--- src/rtl/jtframe_sdram_arb.sv ---
// jtframe_sdram_arb: round-robin arbiter that lets up to four requesters
// share one SDRAM read port. A single transaction is in flight at a time:
// the winner's address/bank are latched, the request is held until the
// controller accepts it, then the read word is returned with a dok pulse.
// Optional build macro JTFRAME_SDRAM_ARB_TIMEOUT_EN adds an 8-bit watchdog
// that abandons a stalled transaction (dok with unchanged data).
module jtframe_sdram_arb #(
    parameter int AW    = 22,
    parameter int SLOTS = 4
) (
    input  logic                  clk_rom,
    input  logic                  rst,
    input  logic [SLOTS-1:0]      slot_req,
    input  logic [SLOTS*AW-1:0]   slot_addr,
    input  logic [SLOTS*2-1:0]    slot_bank,
    output logic [SLOTS-1:0]      slot_ack,
    output logic [SLOTS-1:0]      slot_dok,
    output logic [31:0]           slot_data,
    output logic                  sdram_req,
    output logic [AW-1:0]         sdram_addr,
    output logic [1:0]            sdram_bank,
    input  logic                  sdram_ack,
    input  logic [31:0]           data_read,
    input  logic                  data_rdy,
    input  logic                  loop_rst
);

    typedef enum logic [1:0] {
        IDLE = 2'd0,
        REQ  = 2'd1,
        WAIT = 2'd2
    } state_t;

    state_t           state;
    state_t           state_n;

    // rr is the slot with first priority; winner is the slot being served
    logic [1:0]       rr;
    logic [1:0]       winner;
    logic [1:0]       pick;
    logic             found;
    logic [2:0]       cand;
    logic [2:0]       rr_sum;
    logic [1:0]       rr_adv;
    logic [SLOTS-1:0] onehot;

    logic [AW-1:0]    addr_arr [SLOTS];
    logic [1:0]       bank_arr [SLOTS];

    // strobes produced by the FSM and consumed by the register process
    logic             go;
    logic             fire_ack;
    logic             fire_dok;
    logic             ld_data;
    logic             adv;
    logic             timeout;

`ifdef JTFRAME_SDRAM_ARB_TIMEOUT_EN
    logic [7:0]       wdog;

    // watchdog: restarts on entry to REQ or WAIT, counts while busy
    always_ff @(posedge clk_rom) begin
        if (rst) begin
            wdog <= 8'd0;
        end else if ((state == IDLE && state_n == REQ) ||
                     (state == REQ  && state_n == WAIT)) begin
            wdog <= 8'd0;
        end else if (state != IDLE) begin
            wdog <= wdog + 8'd1;
        end
    end

    // fires on the edge where the count reaches 255
    assign timeout = (state != IDLE) && (wdog == 8'd254);
`else
    assign timeout = 1'b0;
`endif

    // unpack per-slot address and bank buses
    always_comb begin
        for (int i = 0; i < SLOTS; i++) begin
            addr_arr[i] = slot_addr[i*AW +: AW];
            bank_arr[i] = slot_bank[i*2 +: 2];
        end
    end

    // round-robin search starting at rr, plus winner decode and next rr
    always_comb begin
        pick   = 2'd0;
        found  = 1'b0;
        cand   = 3'd0;
        for (int i = 0; i < SLOTS; i++) begin
            cand = {1'b0, rr} + 3'(i);
            if (cand >= 3'(SLOTS)) cand = cand - 3'(SLOTS);
            if (!found && slot_req[cand[1:0]]) begin
                found = 1'b1;
                pick  = cand[1:0];
            end
        end
        for (int i = 0; i < SLOTS; i++) begin
            onehot[i] = (winner == 2'(i));
        end
        rr_sum = {1'b0, winner} + 3'd1;
        rr_adv = (rr_sum >= 3'(SLOTS)) ? 2'd0 : rr_sum[1:0];
    end

    // state register
    always_ff @(posedge clk_rom) begin
        if (rst) state <= IDLE;
        else     state <= state_n;
    end

    // next state and transaction strobes; loop_rst aborts without pulses
    always_comb begin
        state_n  = state;
        go       = 1'b0;
        fire_ack = 1'b0;
        fire_dok = 1'b0;
        ld_data  = 1'b0;
        adv      = 1'b0;
        case (state)
            IDLE: begin
                if (found && !loop_rst) begin
                    go      = 1'b1;
                    state_n = REQ;
                end
            end
            REQ: begin
                if (loop_rst) begin
                    state_n = IDLE;
                end else if (sdram_ack) begin
                    fire_ack = 1'b1;
                    if (data_rdy) begin
                        fire_dok = 1'b1;
                        ld_data  = 1'b1;
                        adv      = 1'b1;
                        state_n  = IDLE;
                    end else begin
                        state_n  = WAIT;
                    end
                end else if (timeout) begin
                    fire_dok = 1'b1;
                    adv      = 1'b1;
                    state_n  = IDLE;
                end
            end
            WAIT: begin
                if (loop_rst) begin
                    state_n = IDLE;
                end else if (data_rdy) begin
                    fire_dok = 1'b1;
                    ld_data  = 1'b1;
                    adv      = 1'b1;
                    state_n  = IDLE;
                end else if (timeout) begin
                    fire_dok = 1'b1;
                    adv      = 1'b1;
                    state_n  = IDLE;
                end
            end
            default: state_n = IDLE;
        endcase
    end

    // registered outputs, latched winner and round-robin pointer
    always_ff @(posedge clk_rom) begin
        if (rst) begin
            sdram_req  <= 1'b0;
            sdram_addr <= '0;
            sdram_bank <= 2'd0;
            slot_ack   <= '0;
            slot_dok   <= '0;
            slot_data  <= 32'd0;
            winner     <= 2'd0;
            rr         <= 2'd0;
        end else begin
            sdram_req <= (state_n == REQ);
            slot_ack  <= fire_ack ? onehot : '0;
            slot_dok  <= fire_dok ? onehot : '0;
            if (go) begin
                winner     <= pick;
                sdram_addr <= addr_arr[pick];
                sdram_bank <= bank_arr[pick];
            end
            if (ld_data) slot_data <= data_read;
            if (adv)     rr        <= rr_adv;
        end
    end

endmodule
--- config.mk ---
export PLATFORM = sky130hd
export DESIGN_NAME = jtframe_sdram_arb
export DESIGN_NICKNAME = d
export VERILOG_FILES = /design/src/rtl/jtframe_sdram_arb.sv
export SDC_FILE = /design/constraint.sdc
export NUM_CORES = 1
export LEC_CHECK = 0
export CAP_MARGIN = 30
export CORE_MARGIN = 5
export CORE_UTILIZATION = 50
export CTS_BUF_LIST = sky130_fd_sc_hd__clkbuf_8 sky130_fd_sc_hd__clkbuf_16
export CTS_CLUSTER_DIAMETER = 100
export DETAILED_ROUTE_END_ITERATION = 8
export DONT_BUFFER_PORTS = 1
export PLACE_DENSITY = 0.65
export REMOVE_ABC_BUFFERS = 1
export SLEW_MARGIN = 10
export SYNTH_ARGS = -nofsm -noshare
export SYNTH_HDL_FRONTEND = slang
export SYNTH_SLANG_ARGS = --single-unit
--- constraint.sdc ---
create_clock -name clk_rom -period 2.4 [get_ports clk_rom]
set_input_delay 0.48 -clock clk_rom [delete_from_list [all_inputs] [get_ports clk_rom]]
set_output_delay 0.48 -clock clk_rom [all_outputs]
set_load 0.02 [all_outputs]
==> results by group, run 1 <==
Synth
  – Most instantiated cells after synthesis: nand2_1, dfxtp_1, mux2i_1
  – XOR/XNOR Fraction of Synth Area: 0%
  – Synth top area share: 43.2%
  – Most area-consuming cells after synthesis: dfxtp_1, mux2i_1, nand2_1
  – Number of synthesized flops with an enable pin: 0
  – Sequential element share of the synthesized area: between 40% and 50%
  – Post-synth cell types: 29
  – Largest family of logic cells by synthesized area: compound AO/OA/AOI/OAI gates
  – Post-Synth Simple-Gate Area: ~16%
  – Synth Flop Type: dfxtp_1
  – Synth Area per Inst: 9.30 sq um
  – Post-synthesis adder-cell area fraction: 3.04%
  – Ys Warns: 0
  – Synth Area in Compound Gates: 18.3%
  – FF+latch count, synth: 71
  – Top-count cell post-synth: nand2_1
  – Post-synthesis cell count: 354
  – Post-synthesis mux area share: approximately 15%
  – Post-Syn Area: approximately 3300 sq um
  – Post-synth top area cell: dfxtp_1
  – Synth async-reset ratio: 0%

Placement
  – Hpwl dp: 6470 um
  – PortBufs: 0
  – RD Place Congestion: between 0.8 and 0.9

GRT
  – Initial antenna violation count: 0
  – Vias in the first global route: around 2500
  – First-pass GRT wire length: 13300 um
  – Pin count of the biggest net entering global routing: between 40 and 50
  – Gr usage total: between 10% and 20%
  – GRT overflow: 0

Timing
  – Clock Skew: 10.2 ps
  – Period utilization: roughly four fifths
  – Final hold vios: 0
  – Final setup vio count: 0
  – Tmin final: approximately 1900 ps
  – Final Max Slew Viols: 0
  – Fmax: 534 MHz
  – Tightest Pin Transition: between 400 and 500 ps
  – Worst rel slew slack: between 70% and 80%
  – Setup_tns: 0 ps
  – Unrepaired setup endpoints after global routing: false

Detailed routing
  – ANT nets after route: 0
  – Via Count: approximately 2500
  – Drt pass-1 iters: 6
  – Drt drc: 0
  – DRT iter0 DRCs: 76
  – Via density per instance: 5.83
  – Wire per inst: 20.0 um
  – WL final: 8580 um

Layout
  – Area Overhead vs Synth: 8.09%
  – Share of cells above drive strength 1: a little over an eighth
  – Area of the multi-input gates: approximately 1700 sq um
  – Number of diodes: 0
  – Final Util: 55.7%
  – Final nets: between 400 and 500
  – Register area: around 1400 sq um
  – Fill cells: around 560

Critical path
  – Worst-path maximum fanout: 24
  – Reg2Reg Setup Slack: between 500 and 600 ps
  – CP max-delay cell: or4_1
  – Setup crit end kind: flop
  – CP startpoint kind: flop
  – Critical path class: reg -> reg
  – CP peak stage delay: 490 ps
  – Worst EP required: ~2700 ps
  – Critical Path, Cell by Cell: inv_1, ha_1, nand3_2, or4_1, buf_12, o221ai_1
  – Worst Path Arrival: between 2000 and 2500 ps

CTS
  – Cts bufs inserted: 9
  – Post-CTS sizing: 0
  – Root buf cell: clkbuf_8
  – Post-CTS setup buffers: 0
  – Clock sink count: just over 70
  – Hold-fix buffers at CTS: 0
  – Clock latency on the worst-skew pair: between 300 and 400 ps
  – Clock Tree Buf Depth: 2
  – H-tree depth: 3
  – Worst-path clk slew: roughly 80 ps
  – CTS tree: yes

Floorplan
  – Number of I/O pins: between 200 and 250
  – Number of placement rows: 29
  – Die ar.: 8310 sq um
  – Die X: 91.2 um
  – Initial Util: about half
  – Core footprint: around 6400 sq um
  – DIE HEIGHT: 91.2 um

Power and ir drop
  – PnR Total Power: roughly 2.5 mW
  – PD cells: 691 nW/um^2
  – Leak: around 1.2 nW
  – IR drop worst, VDD: approximately 400 uV

Run
  – Max Cap Viol: 0

Status
  – Run status: finished clean

Min path
  – Hold WC Path Type: in -> reg
[sequential cells by signal, indices dropped and copies added, names as in the netlist]
| signal | cells |
|---|---|
| slot_data | 32 |
| slot_dok | 4 |
| state | 2 |
| rr | 2 |
| sdram_bank | 2 |
| sdram_req | 1 |
| sdram_addr | 22 |
| winner | 2 |
| slot_ack | 4 |
[per-stage QoR]
| stage | cells | worst slack (ps) | cell area (sq um) | hold WS [ps] |
|---|---|---|---|---|
| 3_3_place_gp | 414 | 452 | 3370 | 495 |
| 3_5_place_dp | 414 | 444 | 3370 | 503 |
| 5_1_grt | 430 | 394 | 3560 | 175 |
| 6_report | 430 | 527 | 3560 | 202 |
| 2_1_floorplan | 331 | -2650 | 3170 | 472 |
| 4_1_cts | 430 | 532 | 3560 | 181 |
[layer usage]
metal	vias up	routed length, um	global-route usage [%]
met2	133	4130	31.9
met3	11	1000	9.17
met4	0	125	8.07
li1	1221	-	-
met5	-	0	0
met1	1141	3320	23.0
[area by class of cell]
type | instances | share of cell area (%)
clock buffers | 9 | 3.48
clock inverters | 7 | 1.83
inverters | 6 | 0.633
multi-input cells | 254 | 49.1
flip-flops and latches | 71 | 39.9
well taps | 77 | 2.71
repair buffers | 6 | 2.32
[power breakdown]
part	switching, mW	leakage [nW]	total, mW	internal (mW)
Sequential	0.0887	0.576	1.31	1.23
Clock	0.442	0.100	0.914	0.472
Combinational	0.124	0.553	0.230	0.106
Total	0.655	1.23	2.46	1.80
[final timing paths]
check | cells after the start | endpoint | startpoint
max reg2reg | 6 | sdram_bank[0]$_SDFFE_PP0P_ | state[0]$_SDFF_PP0_
min reg2reg | 2 | winner[0]$_SDFFE_PP0P_ | winner[0]$_SDFFE_PP0P_
min | 1 | slot_data[27]$_SDFFE_PP0P_ | rst
max | 6 | sdram_bank[0]$_SDFFE_PP0P_ | state[0]$_SDFF_PP0_
[critical path, delay by kind of cell (launching register included)]
kind                     cells  cell delay (ps)
buffers and inverters        2              290
flip-flops                   1              340
adder cells (fa/ha/maj)      1              260
AO/OA/AOI/OAI                1              210
AND/OR/NAND/NOR              2              680
[cell usage in the layout (no fill, tap or decap)]
cell type and n:
nand2_1 95, dfxtp_1 71, mux2i_1 49, a21oi_1 39, o221ai_2 20, and2_1 9
clkbuf_8 9, ha_1 8, inv_1 7, nor2_1 7, o221ai_1 4, nor2b_1 3
nor3_1 3, clkinv_2 3, buf_12 3, buf_4 3, nor3_2 2, or4_1 2
nand2b_1 2, o21ai_0 2, or3_1 1, nand3_2 1, a2bb2oi_4 1, o21ai_2 1
a31oi_2 1, a21boi_0 1, o31a_1 1, a211oi_1 1, a211o_1 1, clkinv_4 1
bufinv_16 1, clkinvlp_4 1
[kinds of logic (layout without fill, tap and decap cells)]
| family | count (synthesis) | in the layout |
|---|---|---|
| AOI/OAI and AO/OA | 72 | 72 |
| adders and majority gates | 8 | 8 |
| buffers and inverters | 29 | 28 |
| DFF | 71 | 71 |
| muxes | 49 | 49 |
| and+or+nand+nor | 125 | 125 |
No activity file was read; power rests on OpenSTA's default activity.
==> run 2, diff against run 1 <==
--- a/config.mk
+++ b/config.mk
@@ -5,6 +5,7 @@
 export SDC_FILE = /design/constraint.sdc
 export NUM_CORES = 1
 export LEC_CHECK = 0
+export ABC_AREA = 1
 export CAP_MARGIN = 30
 export CORE_MARGIN = 5
 export CORE_UTILIZATION = 50
==> constraint.sdc (replaced) <==
create_clock -name clk_rom -period 1.95 [get_ports clk_rom]
set_input_delay 0.39 -clock clk_rom [delete_from_list [all_inputs] [get_ports clk_rom]]
set_output_delay 0.39 -clock clk_rom [all_outputs]
set_load 0.02 [all_outputs]
==> run 2 against run 1 <==
- non-clock buffer count rose by 25
- global-route usage rose by 2.1 points
- wire length rose by 52%
- clock power rose by 62%
- first-iteration DRC count rose to 3.2 times the previous value
- hold slack got worse by 88 ps
- register-to-register slack got worse by 490 ps
- clock-buffer cell count rose by 1
- sequential cell count did not move
- via count rose by 71%
- highest routed layer unchanged
==> results by group, run 2 <==
Status
  – Run status: finished clean

Synth
  – Synth Flop Type: dfxtp_1
  – Number of synthesized flops with an enable pin: 0
  – Post-synth cell types: 29
  – Synth async-reset ratio: 0%
  – Sequential element share of the synthesized area: approximately a third
  – Post-Syn Area: 4250 sq um
  – FF+latch count, synth: 71
  – Top-count cell post-synth: inv_1
  – Synth Area per Inst: about 6.4 sq um
  – Ys Warns: 0
  – Post-synth top area cell: dfxtp_1
  – Synth top area share: about a third
  – Post-synthesis cell count: 664
  – Most instantiated cells after synthesis: inv_1, nand2_1, nand3_1
  – Most area-consuming cells after synthesis: dfxtp_1, inv_1, nand3_1

Timing
  – Tmin final: 1910 ps
  – Setup_tns: 0 ps
  – Final Max Slew Viols: 0
  – Unrepaired setup endpoints after global routing: true
  – Fmax: between 500 and 600 MHz
  – Tightest Pin Transition: 307 ps
  – Hold_ws: ~110 ps
  – Final hold vios: 0
  – Worst rel slew slack: roughly 80%
  – Clock Skew: 11.2 ps
  – Period utilization: approximately 98%
  – Final setup vio count: 0

Floorplan
  – Die X: roughly 100 um
  – Number of placement rows: 33
  – Initial Util: about 51%
  – Core footprint: 8260 sq um
  – Die ar.: around 10000 sq um
  – Number of I/O pins: 202
  – DIE HEIGHT: a little over 100 um

GRT
  – Gr usage total: 22.0%
  – Initial antenna violation count: 0
  – Pin count of the biggest net entering global routing: 45
  – GRT overflow: 0
  – First-pass GRT wire length: between 15000 and 20000 um
  – Vias in the first global route: slightly below 4000

Detailed routing
  – Drt drc: 0
  – WL final: roughly 13000 um
  – ANT nets after route: 0
  – Wire per inst: between 15 and 20 um
  – Via density per instance: 5.52
  – Via Count: approximately 4300
  – DRT iter0 DRCs: 245
  – Drt pass-1 iters: 4

CTS
  – Clock latency on the worst-skew pair: 340 ps
  – H-tree depth: 3
  – CTS tree: yes
  – Clock Tree Buf Depth: 2
  – Worst-path clk slew: about 90 ps
  – Root buf cell: clkbuf_8
  – Cts bufs inserted: 9
  – Hold-fix buffers at CTS: 0
  – Clock sink count: between 70 and 80

Critical path
  – Critical path class: reg -> reg
  – CP max-delay cell: dfxtp_4
  – Setup crit end kind: flop
  – Worst EP required: around 2200 ps
  – CP startpoint kind: flop
  – Worst-path maximum fanout: 6
  – Critical Path, Cell by Cell: buf_6, nand2_2, nand3_2, nand2_2, nor2_4, nand3_4, nand3_4, clkbuf_16, nand2_1, nand3_1, nand3_1, nand2_1, inv_1
  – Worst Path Arrival: roughly 2200 ps
  – CP peak stage delay: a little over 400 ps

Layout
  – Share of cells above drive strength 1: between 15 and 20%
  – Max FFs per register: 32
  – Number of diodes: 0
  – Top Registers: slot_data x32, sdram_addr x22
  – Final Util: 61.0%
  – Area Overhead vs Synth: 18.7%
  – Most flop-heavy register: slot_data
  – Commonest non-fill, non-tap cell in the layout: inv_1
  – Fill cells: around 800
  – Final nets: 810
  – Filler-free cell count of the finished design: just under 800
  – Most frequent cells in the layout: inv_1, nand2_1, nor2_1

Placement
  – Placed Cells: roughly 750
  – PortBufs: 0
  – Hpwl dp: 8850 um
  – RD Place Congestion: 0.783

Min path
  – Hold WC Path Type: in -> reg

Power and ir drop
  – PnR Total Power: around 3.9 mW
  – Sequential Power Share: a little over two fifths
  – Cell Int Power: 2.74 mW
  – Leak: approximately 2.6 nW
  – Psw: between 1 and 1.5 mW
  – PD cells: ~780 nW/um^2
  – IR drop worst, VDD: between 300 and 400 uV
  – Clock Power Share: between 30 and 40%
  – Fraction of power spent switching nets: between 30 and 40%
  – Comb pwr share: between 10% and 20%

Run
  – Max Cap Viol: 0
## run 2: changes by cell type after synthesis, sizes merged, moves of 12 or more
cell,previous run,this run
inv,6,143
nand3,1,84
nor2,7,77
nand4,0,50
mux2i,49,0
a21oi,39,4
o21ai,3,38
o21a,0,24
o221ai,24,0
nand2,95,116
buf,12,24
## run 2: worst max-delay path: cells and delay by family, from the launching register on
family | cells | cell delay, ps
buffers and inverters | 3 | 350
flip-flops | 1 | 410
AND/OR/NAND/NOR | 10 | 1040
## run 2: cells by family (layout without fill, tap and decap cells)
logic type,after synthesis,count (layout),share of synthesized area (%)
adders and majority gates,8,8,2.36
AOI/OAI and AO/OA,70,70,9.87
DFF,71,71,33.5
buffers and inverters,186,191,18.1
and+or+nand+nor,329,330,36.2
## run 2: area by class of cell
class | instances | area, sq um | share of cell area (%)
Timing Repair Buffer | 31 | 437 | 8.66
Tap cell | 105 | 131 | 2.61
Inverter | 144 | 553 | 11.0
Multi-Input combinational cell | 408 | 2240 | 44.4
Clock inverter | 6 | 115 | 2.28
Sequential cell | 71 | 1430 | 28.3
Clock buffer | 10 | 138 | 2.73
## run 2: power groups by stage
stage | Combinational (mW) | Sequential, mW | Clock, mW
after floorplan | 0.464 | 1.69 | 0
after global placement | 0.634 | 1.71 | 0
after detailed placement | 0.649 | 1.71 | 0
after CTS | 0.673 | 1.68 | 1.53
after global routing | 0.859 | 1.69 | 1.58
final | 0.777 | 1.67 | 1.48
## run 2: metal layers
layer	GRT usage (%)	wire, um	up-vias
li1	-	-	2095
met1	25.8	5120	1928
met2	37.5	6270	233
met3	7.92	1470	19
met4	7.37	159	0
met5	0	0	-
## run 2: through the flow
step | area (sq um) | setup slack (ps)
global placement | 4410 | 35.1
floorplan | 4020 | -970
global route | 5040 | -74.5
finish | 5040 | 40.3
detailed placement | 4410 | -41.7
CTS | 4700 | 58.9
## run 2: final timing paths
kind	start	endpoint	slack (ps)	cells past startpoint
hold reg to reg	state[0]$_SDFF_PP0_	state[0]$_SDFF_PP0_	560	2
setup / recovery	rr[0]$_SDFFE_PP0P_	sdram_addr[19]$_SDFFE_PP0P_	40	13
hold / removal	rst	winner[0]$_SDFFE_PP0P_	110	1
setup reg to reg	rr[0]$_SDFFE_PP0P_	sdram_addr[19]$_SDFFE_PP0P_	40	13
## run 2: repair_timing
action / CTS / global route
gates cloned: 1 / 8
gates resized for setup: 4 / 59
buffers inserted: 0 / 1
pin swaps: 0 / 21
setup endpoints to repair: 24 / 37
